$ cat src/rtl/snake_head_ctrl_pkg.sv
// Shared direction/state encodings and helpers for the snake head controller.
// No logic of its own; latency and backpressure are not applicable.
package snake_head_ctrl_pkg;

    typedef enum logic [1:0] {
        DIR_RIGHT = 2'b00,
        DIR_DOWN  = 2'b01,
        DIR_LEFT  = 2'b10,
        DIR_UP    = 2'b11
    } dir_e;

    typedef enum logic [1:0] {
        ST_IDLE  = 2'b00,
        ST_RUN   = 2'b01,
        ST_PAUSE = 2'b10
    } state_e;

    // Opposite direction: flipping bit 1 swaps RIGHT<->LEFT and DOWN<->UP.
    function automatic dir_e dir_reverse(input dir_e d);
        return dir_e'(d ^ 2'b10);
    endfunction

endpackage

$ cat src/rtl/snake_head_ctrl_tick_divider.sv
// Movement pacing counter: tc is combinational, high in the last RUN cycle of each period.
// Counts only while run; holds otherwise; clear forces it back to zero.
module snake_head_ctrl_tick_divider #(
    parameter int TICK_DIV = 4
) (
    input  logic clock,
    input  logic reset_n,
    input  logic run,
    input  logic clear,
    output logic tc
);

    localparam int CW = $clog2(TICK_DIV);
    localparam logic [CW-1:0] LAST = CW'(TICK_DIV - 1);

    logic [CW-1:0] cnt_q;
    logic [CW-1:0] cnt_d;

    assign tc = run && !clear && (cnt_q == LAST);

    always_comb begin
        cnt_d = cnt_q;
        if (clear) begin
            cnt_d = '0;
        end else if (run) begin
            cnt_d = (cnt_q == LAST) ? '0 : cnt_q + 1'b1;
        end
    end

    always_ff @(posedge clock) begin
        if (!reset_n) begin
            cnt_q <= '0;
        end else begin
            cnt_q <= cnt_d;
        end
    end

endmodule

$ cat src/rtl/snake_head_ctrl.sv
// Snake head sequencer: game FSM, direction latch and wrapping x/y counters.
// Outputs are registered; step pulses one cycle after the divider's terminal count.
module snake_head_ctrl
    import snake_head_ctrl_pkg::*;
#(
    parameter int WIDTH    = 5,
    parameter int TICK_DIV = 2500000
) (
    input  logic             clock,
    input  logic             reset_n,
    input  logic             btn_up,
    input  logic             btn_down,
    input  logic             btn_left,
    input  logic             btn_right,
    input  logic             btn_start,
    input  logic             game_over,
    input  logic [WIDTH-1:0] max_x,
    input  logic [WIDTH-1:0] max_y,
    output logic [WIDTH-1:0] head_x,
    output logic [WIDTH-1:0] head_y,
    output logic [1:0]       dir,
    output logic             step,
    output logic [1:0]       state
);

    // Wrap-at-max step; a head beyond a shrunken max snaps to max when decrementing.
    function automatic logic [WIDTH-1:0] wrap_step(input logic [WIDTH-1:0] h,
                                                   input logic [WIDTH-1:0] lim,
                                                   input logic             dec);
        if (dec) begin
            return ((h == '0) || (h > lim)) ? lim : h - 1'b1;
        end
        return (h >= lim) ? '0 : h + 1'b1;
    endfunction

    state_e           state_q;
    dir_e             dir_q;
    dir_e             pend_q;
    logic [WIDTH-1:0] x_q;
    logic [WIDTH-1:0] y_q;
    logic             step_q;

    logic [WIDTH-1:0] x_d;
    logic [WIDTH-1:0] y_d;
    dir_e             req;
    logic             req_vld;
    logic             req_acc;
    logic             tc;
    logic             step_edge;

    snake_head_ctrl_tick_divider #(
        .TICK_DIV(TICK_DIV)
    ) u_div (
        .clock  (clock),
        .reset_n(reset_n),
        .run    (state_q == ST_RUN),
        .clear  ((state_q == ST_IDLE) || game_over),
        .tc     (tc)
    );

    assign step_edge = tc && !game_over;

    always_comb begin
        req_vld = 1'b1;
        req     = DIR_RIGHT;
        if (btn_up) begin
            req = DIR_UP;
        end else if (btn_down) begin
            req = DIR_DOWN;
        end else if (btn_left) begin
            req = DIR_LEFT;
        end else if (btn_right) begin
            req = DIR_RIGHT;
        end else begin
            req_vld = 1'b0;
        end
    end

    // Reversal check is against the committed direction, even on a step edge.
    assign req_acc = req_vld && (state_q != ST_PAUSE) && (req != dir_reverse(dir_q));

    // The head moves in the direction being committed this step, i.e. pend_q.
    always_comb begin
        x_d = x_q;
        y_d = y_q;
        case (pend_q)
            DIR_RIGHT: x_d = wrap_step(x_q, max_x, 1'b0);
            DIR_LEFT:  x_d = wrap_step(x_q, max_x, 1'b1);
            DIR_DOWN:  y_d = wrap_step(y_q, max_y, 1'b0);
            DIR_UP:    y_d = wrap_step(y_q, max_y, 1'b1);
            default:   x_d = x_q;
        endcase
    end

    always_ff @(posedge clock) begin
        if (!reset_n) begin
            state_q <= ST_IDLE;
            dir_q   <= DIR_RIGHT;
            pend_q  <= DIR_RIGHT;
            x_q     <= '0;
            y_q     <= '0;
            step_q  <= 1'b0;
        end else if (game_over) begin
            state_q <= ST_IDLE;
            dir_q   <= DIR_RIGHT;
            pend_q  <= DIR_RIGHT;
            x_q     <= '0;
            y_q     <= '0;
            step_q  <= 1'b0;
        end else begin
            step_q <= step_edge;
            case (state_q)
                ST_IDLE:  if (btn_start) state_q <= ST_RUN;
                ST_RUN:   if (btn_start) state_q <= ST_PAUSE;
                ST_PAUSE: if (btn_start) state_q <= ST_RUN;
                default:  state_q <= ST_IDLE;
            endcase
            if (step_edge) begin
                dir_q <= pend_q;
                x_q   <= x_d;
                y_q   <= y_d;
            end
            if (req_acc) begin
                pend_q <= req;
            end
        end
    end

    assign head_x = x_q;
    assign head_y = y_q;
    assign dir    = dir_q;
    assign step   = step_q;
    assign state  = state_q;

endmodule

$ cat config.mk
export PLATFORM = sky130hd
export DESIGN_NAME = snake_head_ctrl
export DESIGN_NICKNAME = d
export VERILOG_FILES = /design/src/rtl/snake_head_ctrl_pkg.sv /design/src/rtl/snake_head_ctrl_tick_divider.sv /design/src/rtl/snake_head_ctrl.sv
export SDC_FILE = /design/constraint.sdc
export NUM_CORES = 1
export LEC_CHECK = 0
export ABC_AREA = 1
export BUFFER_PORTS_ARGS = -buffer_cell sky130_fd_sc_hd__buf_2
export CAP_MARGIN = 10
export CORE_ASPECT_RATIO = 0.8
export CORE_MARGIN = 2
export CORE_UTILIZATION = 50
export DETAILED_ROUTE_END_ITERATION = 12
export PLACE_DENSITY = 0.66
export REMOVE_ABC_BUFFERS = 1
export SYNTH_ARGS = -nofsm -noshare
export SYNTH_HDL_FRONTEND = slang
export SYNTH_SLANG_ARGS = --single-unit
$ cat constraint.sdc
create_clock -name clock -period 3.2 [get_ports clock]
set_clock_uncertainty 0.15 [all_clocks]
set_input_delay 0.8 -clock clock [delete_from_list [all_inputs] [get_ports clock]]
set_output_delay 0.8 -clock clock [all_outputs]
set_load 0.02 [all_outputs]
==> reports/qor.json, run 1 <==
{
  "yosys": {
    "synth_fa_ha_area_share_pct": 6.72,
    "synth_edf_count": 0,
    "synthDistinctLibCells": 43,
    "synthesis.instances": 415,
    "mappedNetlistArea_um2": 2790,
    "synth.yosys.warnings": 0,
    "share_of_the_synthesized_area_in_the_top_cell_type_pct": 27.9,
    "yosys.area_share.xor_xnor_pct": 3.45,
    "yosys-mux-area-fraction_pct": 0,
    "ys_ff_latch": 39,
    "synth-simple-area-share_pct": 38.6,
    "synth_top_cells_by_area": "sky130_fd_sc_hd__dfxtp_1 (28%), sky130_fd_sc_hd__nand2_1 (11%), sky130_fd_sc_hd__inv_1 (7.8%)",
    "share_of_the_synthesized_area_in_compound_gates_ao_oa_aoi_oai_pct": 13.1,
    "postSynth.topFlopCell": "sky130_fd_sc_hd__dfxtp_1",
    "synthMostInstantiatedCell": "sky130_fd_sc_hd__nand2_1",
    "avgSynthCellArea_um2": 6.73,
    "synth_top_family_by_area": "simple AND/OR/NAND/NOR gates",
    "post-synth-top-area-cell": "sky130_fd_sc_hd__dfxtp_1",
    "seq_area_frac_synth_pct": 27.9,
    "async_s_r_ff_share_synth_pct": 0,
    "synth_commonest_cells": "sky130_fd_sc_hd__nand2_1 (84), sky130_fd_sc_hd__inv_1 (58), sky130_fd_sc_hd__dfxtp_1 (39), sky130_fd_sc_hd__nor2_1 (39)"
  },
  "critical_path": {
    "worstSetupEndpointType": "register",
    "cp_max_fo": 6,
    "r2r-start": "u_div.cnt_q[1]",
    "cp.required_ns": 3.28,
    "path_delay_family": "simple AND/OR/NAND/NOR gates",
    "critical_path.n_buffers_inverters": 2,
    "worst_r2r_path_depth": 10,
    "max_stage_delay_ns": 0.29,
    "r2r_setup_slack_ns": 1.11,
    "worstPathArrival_ns": 2.30,
    "crit_chain": "buf_2, inv_1, ha_1, a21o_1, nor2_1, nand2_1, nand2_1, nand2_1, nand2_1, nand3_1, a21oi_2",
    "slowest_stage": "sky130_fd_sc_hd__ha_1",
    "timing.rr.end": "u_div.cnt_q[12]",
    "timing.critical_path.mode_cell": "sky130_fd_sc_hd__nand2_1",
    "setup.worst_path.start_class": "primary input",
    "cp.depth": 11,
    "critical_path_class": "in2reg"
  },
  "detailed_routing": {
    "count_of_tritonroute_iterations_in_the_first_routing_pass": 5,
    "drt_drc": 0,
    "routedWlPerCell_um": 12.2,
    "drt_iter0_drc": 164,
    "routed-via-count": 2739,
    "routed_wl_mm": 6.46,
    "ant_nets": 0,
    "detail_route.vias_per_cell": 5.19
  },
  "timing": {
    "fin_tns_setup_ns": 0,
    "maxClockFrequency_mhz": 450,
    "fraction_of_the_cycle_the_final_worst_path_needs_pct": 69.5,
    "report.final.slew_viol_count": 0,
    "setup_viol_count_final": 0,
    "hold_slack_ns": 0.357,
    "period_needed_ns": 2.22,
    "tightestPinTransition_ns": 0.366,
    "setup_repair_after_global_routing_missed_its_margin": "false",
    "relSlewSlack_pct": 75.6,
    "finalHoldViolCount": 0
  },
  "cts": {
    "clock_sinks": 39,
    "post_cts_hold_buffer_count": 0,
    "cts_setup_buffers": 0,
    "cts_tree": "built",
    "cts_resized": 0,
    "tritoncts.num_buffers": 5,
    "clk-insertion-delay-late_ns": 0.29,
    "clk_pin_slew_worst_paths_ns": 0.07,
    "cts_h_tree_depth": 2,
    "clk_root_buffer_cell": "sky130_fd_sc_hd__clkbuf_8",
    "clock_path_buffers": 2
  },
  "cells_and_area": {
    "syn_to_final_growth_pct": 10.9,
    "finish.instance_area_um2": 3100,
    "fin_nets": 484,
    "fillers": 545,
    "post_route_cells_drive_above_1_share_pct": 15.8,
    "n_antenna_cell": 0
  },
  "power_and_ir_drop": {
    "power.ir.vdd_worst_mv": 0.223,
    "net-switching-power_uw": 205,
    "power_switching_share_pct": 23.8,
    "power_density_nw_per_um2": 279,
    "report.power.total_uw": 863,
    "power.leakage_uw": 0.00139,
    "power_report.internal_total_uw": 658,
    "seq_power_share_pct": 56.9,
    "combinational_power_share_pct": 7.5,
    "pwr-share-clk_pct": 35.6
  },
  "floorplanning": {
    "floorplan.io_pins": 33,
    "die_height_um": 70.9,
    "num_rows": 24,
    "die-width_um": 87.6,
    "die_area_um2": 6210,
    "core_area_um2": 5440,
    "starting_density_of_the_core_pct": 51.4
  },
  "grt": {
    "antenna_violations_before_repair": 0,
    "grt_pass1_wl_mm": 11.0,
    "grt_pass1_vias": 2397,
    "globalRoute.totalOverflow": 0,
    "global_route_total_usage_across_every_layer_pct": 22.3,
    "grt_max_degree": 13
  },
  "worst_hold_path": {
    "worstHoldEndpoint": "u_div.cnt_q[21]",
    "start_point_of_the_worst_min_delay_path": "u_div.cnt_q[21]",
    "hold_path.class": "reg2reg",
    "hold_depth": 2
  },
  "placed_design": {
    "place_congestion": 0.880,
    "detailedPlacementHpwl_mm": 5.08,
    "postPlaceCellArea_um2": 3030,
    "port-buffer-count": 32
  },
  "job": {
    "max_cap_violations": 0
  },
  "status": {
    "result_of_the_run": "finished, final reports clean"
  }
}
per-layer routing:
metal  global-route usage (%)  part of all wire, %  up-vias
li1                         -                    -     1443
met1                     35.7                   55     1226
met2                     30.5                   40       63
met3                     3.85                  4.5        7
met4                     5.47                 0.91        0
met5                        0                    0        -
power by group through the flow:
stage	clock [uW]	combinational [uW]	sequential (uW)
2_1_floorplan	0	39.7	503
3_3_place_gp	0	63.4	502
3_5_place_dp	0	64.4	502
4_1_cts	319	64.8	491
5_1_grt	334	75.7	492
6_report	307	64.5	491
cells in the final DEF, fill, tap and decap left out, types with 2 or more instances in the layout:
master                     instances
sky130_fd_sc_hd__nor3_4            2
sky130_fd_sc_hd__ha_1             15
sky130_fd_sc_hd__nand3_1          31
sky130_fd_sc_hd__nor2_2            3
sky130_fd_sc_hd__o21bai_1          3
sky130_fd_sc_hd__nor3b_1           4
sky130_fd_sc_hd__dfxtp_1          39
sky130_fd_sc_hd__o211ai_1          3
sky130_fd_sc_hd__xnor2_1           3
sky130_fd_sc_hd__buf_2            32
sky130_fd_sc_hd__nand2_2           5
sky130_fd_sc_hd__a21oi_1          31
sky130_fd_sc_hd__nor3_1           21
sky130_fd_sc_hd__nor2_4            4
sky130_fd_sc_hd__clkbuf_8          5
sky130_fd_sc_hd__inv_2             6
sky130_fd_sc_hd__nand2_1          84
sky130_fd_sc_hd__nand4_2           2
sky130_fd_sc_hd__xor2_1            8
sky130_fd_sc_hd__o21ai_1           2
sky130_fd_sc_hd__a211oi_1          3
sky130_fd_sc_hd__nand4_1          12
sky130_fd_sc_hd__nor2_1           39
sky130_fd_sc_hd__nand3_2           4
sky130_fd_sc_hd__o21ai_0          12
sky130_fd_sc_hd__o21a_1            2
sky130_fd_sc_hd__inv_1            58
worst reg2reg max path, cell delays in order (launching register included):
cell                      delay [ns]
sky130_fd_sc_hd__dfxtp_1        0.39
sky130_fd_sc_hd__ha_1           0.19
sky130_fd_sc_hd__inv_1          0.06
sky130_fd_sc_hd__nor3_1         0.19
sky130_fd_sc_hd__nand3_1        0.17
sky130_fd_sc_hd__nor2_4         0.15
sky130_fd_sc_hd__nand2_1        0.11
sky130_fd_sc_hd__nand2_2        0.22
sky130_fd_sc_hd__inv_2          0.14
sky130_fd_sc_hd__o21ai_0        0.12
sky130_fd_sc_hd__nor3_1         0.07
layout make-up:
class,instances,area (um^2),area share [%]
multi-input combinational,306,1730,55.7
sequential,39,781,25.2
inverter,66,253,8.16
timing repair buffer,33,168,5.41
tap,78,97.6,3.15
clock buffer,6,72.6,2.34
worst max path at each step:
stage               slack [ns]  startpoint         to
global placement          0.75    max_y[4]  head_y[0]
global route              0.76    max_x[2]  head_x[4]
CTS                       0.99    max_y[4]  head_y[0]
floorplan                 0.98    max_x[4]  head_x[3]
detailed placement        0.69    max_x[4]  head_x[3]
finish                    0.98    max_x[4]  head_x[3]
flip-flops by register name (all words and copies together) (netlist names):
name,cells
dir,2
head_x,5
head_y,5
pend_q,2
state,2
step,1
u_div.cnt_q,22
stage by stage:
step	cells	worst slack, ns	utilization (%)
after floorplan	411	0.977	-
after global placement	522	0.753	55.7
after detailed placement	522	0.685	55.7
after CTS	528	0.987	57.0
after global routing	528	0.757	57.0
final	528	0.975	57.0
cells by family after synthesis:
family	after synthesis
simple gates	217
buf+inv	70
compound gates	63
flops	39
fa+ha+maj	15
xor+xnor	11
Note: power is estimated with default switching activity, not from simulation.
==> inputs of run 2 (changes only) <==
Settings changed: ABC_AREA 1 to 0, PLACE_DENSITY 0.66 to 0.67.
Clock period 3.2 ns to 2.2 ns, I/O delays scaled along.
==> run 2 against run 1 <==
Combinational power increased by 86%; the run now ends with negative setup slack left; hold slack improved by 0.017 ns; clock power increased by 62%; sequential power increased by 45%; critical path depth decreased by 5; power increased by 54%; wire length decreased by 3.7%.
==> reports/qor.json, run 2 <==
{
  "yosys": {
    "synth_commonest_cells": "sky130_fd_sc_hd__nor2_1 (41), sky130_fd_sc_hd__dfxtp_1 (39), sky130_fd_sc_hd__nand2_1 (27)",
    "synthesis.instances": {"value": 299, "change": "-28%"},
    "ys_ff_latch": {"value": 39, "change": "unchanged"},
    "synthMostInstantiatedCell": "sky130_fd_sc_hd__nor2_1",
    "mappedNetlistArea": {"value": 2410, "unit": "um^2", "change": "-14%"},
    "share_of_the_synthesized_area_in_the_top_cell_type": {"value": 32.4, "unit": "%", "change": "+4.5 points"},
    "seq_area_frac_synth": {"value": 32.4, "unit": "%", "change": "+4.5 points"},
    "synthDistinctLibCells": {"value": 56, "change": "+30%"},
    "synth.yosys.warnings": {"value": 0, "change": "unchanged"},
    "avgSynthCellArea": {"value": 8.06, "unit": "um^2", "change": "+20%"},
    "postSynth.topFlopCell": "sky130_fd_sc_hd__dfxtp_1",
    "synth_top_cells_by_area": "sky130_fd_sc_hd__dfxtp_1 (32%), sky130_fd_sc_hd__ha_1 (7.8%), sky130_fd_sc_hd__nor2_1 (6.4%)",
    "post-synth-top-area-cell": "sky130_fd_sc_hd__dfxtp_1",
    "synth_edf_count": {"value": 0, "change": "unchanged"},
    "async_s_r_ff_share_synth": {"value": 0, "unit": "%", "change": "unchanged"}
  },
  "detailed_routing": {
    "routedWlPerCell": {"value": 13.5, "unit": "um", "change": "+10%"},
    "drt_drc": {"value": 0, "change": "unchanged"},
    "ant_nets": {"value": 0, "change": "unchanged"},
    "drt_iter0_drc": {"value": 127, "change": "-23%"},
    "routed-via-count": {"value": 2488, "change": "-9.2%"},
    "count_of_tritonroute_iterations_in_the_first_routing_pass": {"value": 4, "change": "-1"},
    "detail_route.vias_per_cell": {"value": 5.39, "change": "+3.8%"},
    "routed_wl": {"value": 6.22, "unit": "mm", "change": "-3.7%"}
  },
  "placed_design": {
    "place_congestion": {"value": 0.843, "change": "-4.3%"},
    "postPlaceCellArea": {"value": 3070, "unit": "um^2", "change": "+1.6%"},
    "detailedPlacementHpwl": {"value": 4.58, "unit": "mm", "change": "-9.9%"},
    "port-buffer-count": {"value": 32, "change": "unchanged"}
  },
  "cts": {
    "clk-insertion-delay-late": {"value": 0.29, "unit": "ns", "change": "about the same"},
    "clk_pin_slew_worst_paths": {"value": 0.08, "unit": "ns", "change": "about the same"},
    "post_cts_hold_buffer_count": {"value": 0, "change": "unchanged"},
    "clock_path_buffers": {"value": 2, "change": "unchanged"},
    "cts_h_tree_depth": {"value": 2, "change": "unchanged"},
    "clock_sinks": {"value": 39, "change": "unchanged"},
    "cts_tree": "built",
    "tritoncts.num_buffers": {"value": 5, "change": "unchanged"},
    "clk_root_buffer_cell": "sky130_fd_sc_hd__clkbuf_8"
  },
  "cells_and_area": {
    "finish.instance_area": {"value": 3330, "unit": "um^2", "change": "+7.6%"},
    "syn_to_final_growth_pct": 38.4,
    "fillers": {"value": 378, "change": "-31%"},
    "fin_nets": {"value": 435, "change": "-10%"},
    "max_flop_register": "u_div.cnt_q",
    "layout.cells.most_common_list": "sky130_fd_sc_hd__buf_4 (60), sky130_fd_sc_hd__nor2_1 (41), sky130_fd_sc_hd__dfxtp_1 (37)",
    "largest_register_ff_count": {"value": 22, "change": "unchanged"},
    "n_antenna_cell": {"value": 0, "change": "unchanged"},
    "layout_commonest_cell": "sky130_fd_sc_hd__buf_4",
    "post_route_cells_drive_above_1_share": {"value": 32.3, "unit": "%", "change": "+17 points"}
  },
  "grt": {
    "grt_util_met1": {"value": 33.1, "unit": "%", "change": "-2.6 points"},
    "grt_max_degree": {"value": 23, "change": "+10"},
    "gr-max-usage-layer": "met2",
    "grt_pass1_wl": {"value": 10.3, "unit": "mm", "change": "-6.6%"},
    "groute.layer.met2.usage": {"value": 40.1, "unit": "%", "change": "+9.6 points"},
    "antenna_violations_before_repair": {"value": 0, "change": "unchanged"},
    "grt_pass1_vias": {"value": 2313, "change": "-3.5%"},
    "globalRoute.totalOverflow": {"value": 0, "change": "unchanged"},
    "global_route.usage.met3": {"value": 4.64, "unit": "%", "change": "+0.79 points"},
    "global_route_total_usage_across_every_layer": {"value": 24.8, "unit": "%", "change": "+2.5 points"}
  },
  "status": {
    "failed_checks": "negative setup slack",
    "result_of_the_run": "finished with violations"
  },
  "timing": {
    "period_needed_ns": 2.69,
    "tightestPinTransition": {"value": 0.668, "unit": "ns", "change": "+0.302 ns"},
    "report.final.slew_viol_count": {"value": 0, "change": "unchanged"},
    "setup_viol_count_final": {"value": 33, "change": "+33"},
    "final_worst_path_setup_slack": {"value": -0.491, "unit": "ns", "change": "-1.47 ns"},
    "maxClockFrequency_mhz": 372,
    "finalHoldViolCount": {"value": 0, "change": "unchanged"},
    "relSlewSlack": {"value": 55.4, "unit": "%", "change": "-20 points"},
    "setup_repair_after_global_routing_missed_its_margin": "true",
    "fraction_of_the_cycle_the_final_worst_path_needs_pct": 122,
    "fin_tns_setup": {"value": -9.90, "unit": "ns", "change": "-9.90 ns"}
  },
  "power_and_ir_drop": {
    "pwr-share-clk": {"value": 37.4, "unit": "%", "change": "+1.8 points"},
    "power_switching_share": {"value": 23.7, "unit": "%", "change": "-0.057 points"},
    "net-switching-power": {"value": 315, "unit": "uW", "change": "+54%"},
    "power.leakage": {"value": 0.00148, "unit": "uW", "change": "+6.5%"},
    "combinational_power_share": {"value": 9.1, "unit": "%", "change": "+1.6 points"},
    "power_report.internal_total": {"value": 1010, "unit": "uW", "change": "+54%"},
    "power_density": {"value": 398, "unit": "nW/um^2", "change": "+43%"},
    "seq_power_share": {"value": 53.6, "unit": "%", "change": "-3.3 points"},
    "power.ir.vdd_worst": {"value": 0.404, "unit": "mV", "change": "+82%"}
  },
  "floorplanning": {
    "core_area": {"value": 4620, "unit": "um^2", "change": "-15%"},
    "num_rows": {"value": 22, "change": "-8.3%"},
    "floorplan.io_pins": {"value": 33, "change": "unchanged"},
    "die-width": {"value": 81.6, "unit": "um", "change": "-6.8%"},
    "die_area": {"value": 5390, "unit": "um^2", "change": "-13%"},
    "die_height": {"value": 66.1, "unit": "um", "change": "-6.7%"},
    "starting_density_of_the_core": {"value": 52.1, "unit": "%", "change": "+0.68 points"}
  },
  "critical_path": {
    "critical_path.n_buffers_inverters": {"value": 0, "change": "-2"},
    "path_delay_family": "simple AND/OR/NAND/NOR gates",
    "critical_path_class": "reg2reg",
    "max_stage_delay": {"value": 0.51, "unit": "ns", "change": "+0.22 ns"},
    "worstSetupEndpointType": "register",
    "timing.critical_path.mode_cell": "sky130_fd_sc_hd__or4_1",
    "setup.worst_path.start_class": "register",
    "cp.required": {"value": 2.26, "unit": "ns", "change": "-1.02 ns"},
    "slowest_stage": "sky130_fd_sc_hd__or4_1",
    "crit_chain": "or4_1, or4_4, nand4b_4, or3b_4, or4_1, a31oi_1",
    "cp_max_fo": {"value": 2, "change": "-4"},
    "worstPathArrival": {"value": 2.75, "unit": "ns", "change": "+0.45 ns"}
  },
  "job": {
    "max_cap_violations": {"value": 0, "change": "unchanged"}
  },
  "worst_hold_path": {
    "hold_path.class": "reg2reg"
  }
}
[run 2: worst paths after layout]
check                  start         endpoint  slack (ns)  cells after the start
min reg2reg  u_div.cnt_q[21]  u_div.cnt_q[21]        0.37                      2
min          u_div.cnt_q[21]  u_div.cnt_q[21]        0.37                      2
max reg2reg   u_div.cnt_q[6]        head_y[3]       -0.49                      6
max           u_div.cnt_q[6]        head_y[3]       -0.49                      6
[run 2: power groups by stage]
stage	registers [uW]	logic [uW]	clock network, uW
floorplan	731	49.5	0
global placement	728	109	0
detailed placement	728	111	0
CTS	711	115	508
global route	712	134	530
finish	711	120	496
[run 2: timing repair]
action | 4_1_cts | 5_1_grt
pin swaps | 3 | 6
gates cloned | 0 | 3
setup buffers | 1 | 6
endpoints found under the setup margin | 32 | 32
resized for setup | 8 | 15
hold endpoints to repair | 0 | 0
[run 2: layout make-up]
type	count	area (um^2)	share of cell area (%)
clock buffers	6	82.6	2.48
clock inverters	1	5.00	0.150
inverters	22	82.6	2.48
multi-input cells	232	1570	47.1
flip-flops and latches	39	783	23.5
well taps	60	75.1	2.25
repair buffers	102	737	22.1
[run 2: metrics by stage]
| stage | power (uW) | setup slack (ns) | hold slack, ns | util [%] | std cells |
|---|---|---|---|---|---|
| final | 1330 | -0.491 | 0.374 | 72.1 | 462 |
| after global routing | 1380 | -0.582 | 0.412 | 72.1 | 462 |
| after CTS | 1330 | -0.495 | 0.379 | 69.3 | 453 |
| after detailed placement | 839 | -0.517 | 0.361 | 66.5 | 445 |
| after global placement | 837 | -0.448 | 0.340 | 66.5 | 445 |
| after floorplan | 781 | -0.608 | 0.321 | - | 293 |
[run 2: kinds of logic (layout without fill, tap and decap cells)]
logic type / after synthesis / after routing / share of synthesized area, %
simple gates: 137 / 137 / 29.6
flops: 39 / 39 / 32.4
fa+ha+maj: 15 / 15 / 7.79
xor+xnor: 25 / 25 / 9.09
mux: 7 / 7 / 3.06
compound gates: 48 / 48 / 13.2
buf+inv: 28 / 131 / 4.83
[run 2: worst register-to-register path, cell delays in order, from the launching register on]
cell and delay [ns]:
sky130_fd_sc_hd__dfxtp_2 0.32, sky130_fd_sc_hd__or4_1 0.51, sky130_fd_sc_hd__or4_4 0.44, sky130_fd_sc_hd__nand4b_4 0.19, sky130_fd_sc_hd__or3b_4 0.38, sky130_fd_sc_hd__or4_1 0.50, sky130_fd_sc_hd__a31oi_1 0.14
[run 2: layer usage]
metal  vias up  wire, um
met5         -         0
met4         0        97
met3         9       334
met2        68      2760
met1      1142      3030
li1       1269         -
